<file path="config.mk">
export PLATFORM = sky130hd
export DESIGN_NAME = trap_controller
export DESIGN_NICKNAME = d
export VERILOG_FILES = /design/src/rtl/trap_pkg.sv /design/src/rtl/trap_cause_encoder.sv /design/src/rtl/trap_controller.sv
export SDC_FILE = /design/constraint.sdc
export NUM_CORES = 1
export LEC_CHECK = 0
export BUFFER_PORTS_ARGS = -buffer_cell sky130_fd_sc_hd__buf_2
export CORE_UTILIZATION = 45
export DETAILED_ROUTE_END_ITERATION = 16
export GPL_TIMING_DRIVEN = 0
export PLACE_DENSITY_LB_ADDON = 0.25
export SLEW_MARGIN = 5
export SYNTH_ARGS = -nofsm -noshare
export SYNTH_HDL_FRONTEND = slang
export SYNTH_SLANG_ARGS = --single-unit
</file>
<file path="constraint.sdc">
create_clock -name clk -period 5.4 [get_ports clk]
set_input_delay 0.54 -clock clk [delete_from_list [all_inputs] [get_ports clk]]
set_output_delay 0.54 -clock clk [all_outputs]
set_load 0.01 [all_outputs]
</file>
<file path="src/rtl/trap_pkg.sv">
// Shared trap definitions: cause codes, sequencer states, handler vector lookup.
package trap_pkg;

  localparam logic [3:0] CAUSE_IADDR_MISALIGN = 4'd0;
  localparam logic [3:0] CAUSE_ILLEGAL        = 4'd1;
  localparam logic [3:0] CAUSE_BREAKPOINT     = 4'd2;
  localparam logic [3:0] CAUSE_LADDR_MISALIGN = 4'd3;

  localparam logic [31:0] DEFAULT_TRAP_OFS = 32'h10;

  typedef enum logic [2:0] {
    ST_IDLE,
    ST_FLUSH,
    ST_REDIRECT,
    ST_HANDLER,
    ST_RETURN,
    ST_HALT
  } trap_state_t;

  // Causes outside the implemented set fall through to the default trap slot.
  function automatic logic [31:0] vector_addr(input logic [31:0] base, input logic [3:0] cause);
    if (cause <= CAUSE_LADDR_MISALIGN)
      return base + {26'd0, cause, 2'b00};
    else
      return base + DEFAULT_TRAP_OFS;
  endfunction

endpackage

</file>
<file path="src/rtl/trap_cause_encoder.sv">
// Fixed-priority exception cause encoder, lowest bit wins.
// Combinational, zero latency; no flow control.
module trap_cause_encoder
  import trap_pkg::*;
(
  input  logic [3:0] req,
  output logic       any,
  output logic [3:0] cause
);

  always_comb begin
    any   = |req;
    cause = CAUSE_IADDR_MISALIGN;
    if (req[0])      cause = CAUSE_IADDR_MISALIGN;
    else if (req[1]) cause = CAUSE_ILLEGAL;
    else if (req[2]) cause = CAUSE_BREAKPOINT;
    else if (req[3]) cause = CAUSE_LADDR_MISALIGN;
  end

endmodule

</file>
<file path="src/rtl/trap_controller.sv">
// Exception sequencer: capture CSRs, flush, redirect to handler, mret return, double-fault halt.
// Entry latency FLUSH_CYCLES+1; pipeline is held via flush/stall, all outputs registered.
module trap_controller
  import trap_pkg::*;
#(
  parameter int          FLUSH_CYCLES = 2,
  parameter logic [31:0] VEC_BASE     = 32'h0000_0080
) (
  input  logic        clk,
  input  logic        rst,
  input  logic [3:0]  exc_req,
  input  logic [31:0] exc_pc,
  input  logic [31:0] exc_tval,
  input  logic        mret_req,
  output logic        flush,
  output logic        stall,
  output logic        redirect_valid,
  output logic [31:0] redirect_pc,
  output logic [31:0] mepc,
  output logic [3:0]  mcause,
  output logic [31:0] mtval,
  output logic        in_handler,
  output logic        fatal
);

  trap_state_t state;
  logic [2:0]  cnt;
  logic        enc_any;
  logic [3:0]  enc_cause;

  trap_cause_encoder u_enc (
    .req   (exc_req),
    .any   (enc_any),
    .cause (enc_cause)
  );

  // Outputs are assigned for the state being entered, so each is a pure register.
  always_ff @(posedge clk) begin
    if (rst) begin
      state          <= ST_IDLE;
      cnt            <= 3'd0;
      flush          <= 1'b0;
      stall          <= 1'b0;
      redirect_valid <= 1'b0;
      redirect_pc    <= 32'd0;
      mepc           <= 32'd0;
      mcause         <= 4'd0;
      mtval          <= 32'd0;
      in_handler     <= 1'b0;
      fatal          <= 1'b0;
    end else begin
      redirect_valid <= 1'b0;
      redirect_pc    <= 32'd0;
      case (state)
        ST_IDLE: begin
          if (enc_any) begin
            mcause <= enc_cause;
            mepc   <= exc_pc;
            mtval  <= exc_tval;
            cnt    <= 3'(FLUSH_CYCLES);
            flush  <= 1'b1;
            stall  <= 1'b1;
            state  <= ST_FLUSH;
          end
        end
        ST_FLUSH: begin
          cnt <= cnt - 3'd1;
          if (cnt == 3'd1) begin
            flush          <= 1'b0;
            redirect_valid <= 1'b1;
            redirect_pc    <= vector_addr(VEC_BASE, mcause);
            state          <= ST_REDIRECT;
          end
        end
        ST_REDIRECT: begin
          stall      <= 1'b0;
          in_handler <= 1'b1;
          state      <= ST_HANDLER;
        end
        ST_HANDLER: begin
          // A trap inside the handler is unrecoverable and beats a concurrent mret.
          if (enc_any) begin
            in_handler <= 1'b0;
            flush      <= 1'b1;
            stall      <= 1'b1;
            fatal      <= 1'b1;
            state      <= ST_HALT;
          end else if (mret_req) begin
            in_handler     <= 1'b0;
            flush          <= 1'b1;
            redirect_valid <= 1'b1;
            redirect_pc    <= mepc + 32'd4;
            state          <= ST_RETURN;
          end
        end
        ST_RETURN: begin
          flush <= 1'b0;
          state <= ST_IDLE;
        end
        ST_HALT: begin
          state <= ST_HALT;
        end
        default: begin
          flush      <= 1'b0;
          stall      <= 1'b0;
          in_handler <= 1'b0;
          state      <= ST_IDLE;
        end
      endcase
    end
  end

endmodule

</file>
==> flow_summary.json <==
{
  "rsz0062_at_grt": "no",
  "yosysMostFrequentCell": "nand2_1",
  "cts_tree": "yes",
  "r2r-start": "mepc[2]$_SDFFE_PP0P_",
  "p_sw_mw": 0.462,
  "htreeDepth": 3,
  "grt_max_degree": 19,
  "pwr-share-comb_pct": 14.6,
  "ys_async_sr_fraction_pct": 0,
  "period_minus_slack_ns": 2.36,
  "clock-sinks": 109,
  "drive_above_1_share_pct": 29.1,
  "syn2layout_area_growth_pct": 28.5,
  "fin_nets": 784,
  "finalSetupViolCount": 0,
  "std_cell_rows": 35,
  "slew-limit-headroom_pct": 62.8,
  "antenna_left": 0,
  "leakagePower_nw": 2.43,
  "tightest_slew_ns": 0.558,
  "cp.required_ns": 5.70,
  "period_share_pct": 43.7,
  "pre_cts_slack_ns": 2.89,
  "first_pass_iters": 5,
  "hold_viol_final": 0,
  "synth_top_area_cell": "dfxtp_1",
  "clk_latency_ns": 0.37,
  "die_w_microns": 99.3,
  "drc": 0,
  "crit_path_start": "mepc[2]$_SDFFE_PP0P_",
  "cts_setup_buffers": 0,
  "swShare_pct": 28.2,
  "die-area_sq_um": 9850,
  "finalNonFillerCells": 826,
  "syn_inst": 525,
  "hpwl_microns": 8270,
  "cts.clk_slew.worst_paths_ns": 0.11,
  "setup_tns_ns": 0,
  "start_util_pct": 46.3,
  "critPathMaxFanout": 10,
  "numPortBuffers": 173,
  "slew_viol_final": 0,
  "ys_ff_latch": 109,
  "yosys-top-cells-area": "dfxtp_1, nand2_1, a21oi_1",
  "synth_common_cells": "nand2_1, dfxtp_1, a21oi_1",
  "arrival_ns": 2.66,
  "p_seq_share_pct": 54.3,
  "ys.flop_type": "dfxtp_1",
  "cts_buffers": 9,
  "antenna_found_initial": 0,
  "syn_area_per_cell_sq_um": 8.11,
  "root_buffer": "clkbuf_8",
  "yosys_warnings": 0,
  "drt_iter0_markers": 168,
  "synth_edf_count": 0,
  "crit_type": "reg -> reg",
  "dpl.cell_count": 810,
  "grt_pass1_vias": 3855,
  "max_freq_mhz": 424,
  "core_area_sq_um": 9200,
  "p_int_mw": 1.18,
  "cts.repair.resized": 0,
  "hold_buffers": 0,
  "fillCellCount": 859,
  "r2r_cells": 6,
  "setup_ws_ns": 3.04,
  "synth_top_area_share_pct": 51.2,
  "max-clock-path-buffers": 2,
  "fp.dieH_microns": 99.3,
  "grt_pass1_wl_microns": 17600,
  "r2r_slack_ns": 3.04,
  "maxCapViolations": 0,
  "pwr-share-clk_pct": 31.0,
  "synth-seq-area-share_pct": 51.2,
  "finClkSkew_ns": 0.0163,
  "wirelength_microns": 11100,
  "timing.rr.end": "redirect_pc[30]$_SDFF_PP0_",
  "crit_end": "redirect_pc[30]$_SDFF_PP0_",
  "min_path_type": "in -> reg",
  "startpoint_type": "register",
  "via_per_inst": 5.16,
  "ys_types": 41,
  "ir_worst_vdd_v": 0.000148,
  "synth_area_sq_um": 4260,
  "wire_per_inst_microns": 13.4,
  "vias": 4261,
  "track_usage_pct": 22.1,
  "grt_overflow_total": 0,
  "io_pins": 176,
  "power_density_nw_per_um2": 300,
  "globalplace.congestion": 0.845,
  "worst_setup_path_end_kind": "register",
  "status": "finished, final reports clean",
  "antenna_cells": 0
}
==> worst min path at each step <==
stage,start,cells past startpoint,to
global placement,mepc[0]$_SDFFE_PP0P_,2,redirect_pc[0]$_SDFF_PP0_
detailed placement,mepc[1]$_SDFFE_PP0P_,2,redirect_pc[1]$_SDFF_PP0_
CTS,exc_pc[21],3,mepc[21]$_SDFFE_PP0P_
finish,exc_tval[31],3,mtval[31]$_SDFFE_PP0P_
global route,exc_pc[21],3,mepc[21]$_SDFFE_PP0P_
floorplan,cnt[0]$_SDFFE_PP0P_,2,cnt[0]$_SDFFE_PP0P_
==> metal layers <==
layer  GRT usage [%]  vias up  share of wire, %
met4            8.26        0               1.7
met5               0        -                 0
li1                -     2135                 -
met3            4.36       16               6.8
met2            38.2      170                48
met1            27.3     1940                43
==> cells in the final DEF (no fill, tap or decap), drive strengths merged <==
cell      count
ha            3
a22oi         1
nor3          7
a2bb2oi       1
xor2          8
a31oi         2
o21a          1
nand2       145
or4b          1
nor2         22
buf         183
and2          1
o21ai        11
inv          14
clkinvlp      1
or2           2
clkbuf       36
nor4          1
nor3b         2
nor2b         2
o41ai         1
nand4         8
a21oi        87
or3           7
o31ai        12
and4          2
dfxtp       109
bufinv        1
clkinv        2
a221oi        1
xnor2         5
or3b          1
conb          2
mux2          1
nand3        12
nand2b        4
or4          16
==> through the flow <==
| step | util (%) | hold WS [ns] | total power, mW | area, sq um |
|---|---|---|---|---|
| 3_5_place_dp | 57.3 | 0.436 | 1.15 | 5270 |
| 6_report | 59.5 | 0.399 | 1.64 | 5470 |
| 5_1_grt | 59.5 | 0.392 | 1.72 | 5470 |
| 3_3_place_gp | 57.3 | 0.430 | 1.14 | 5270 |
| 4_1_cts | 59.5 | 0.388 | 1.65 | 5470 |
| 2_1_floorplan | - | 0.461 | 1.04 | 4260 |
==> logic make-up after synthesis <==
family | share of synthesized area, %
simple gates | 25.2
compound gates | 14.9
flops | 51.2
buf+inv | 4.76
xor+xnor | 2.67
fa+ha+maj | 0.882
other cells | 0.0881
mux | 0.264
==> worst max-delay path, cell delays in order, from the launching register on <==
cell     delay (ns)
dfxtp_1        0.49
ha_1           0.26
nand3_2        0.16
or4_1          0.56
buf_2          0.21
or4_1          0.47
a21oi_1        0.15
==> sequential cells by signal, indices dropped and copies added (netlist names) <==
register / flops
cnt: 3
fatal: 1
flush: 1
in_handler: 1
mcause: 2
mepc: 32
mtval: 32
redirect_pc: 32
redirect_valid: 1
stall: 1
state: 3
==> layout make-up <==
cell class	count	area (sq um)	area share, %
well taps	111	139	2.54
flip-flops and latches	109	2180	39.9
multi-input cells	369	1880	34.3
clock inverters	6	68.8	1.26
repair buffers	173	866	15.8
clock buffers	10	138	2.51
plain buffers	36	158	2.88
inverters	12	45.0	0.823
==> power by group through the flow <==
stage	Sequential (mW)	Combinational [mW]	Clock, mW
after global placement	0.906	0.234	0
after CTS	0.891	0.242	0.522
after global routing	0.898	0.269	0.550
final	0.891	0.240	0.509
after detailed placement	0.909	0.241	0
after floorplan	0.922	0.120	0
(Power assumes the default switching activity.)
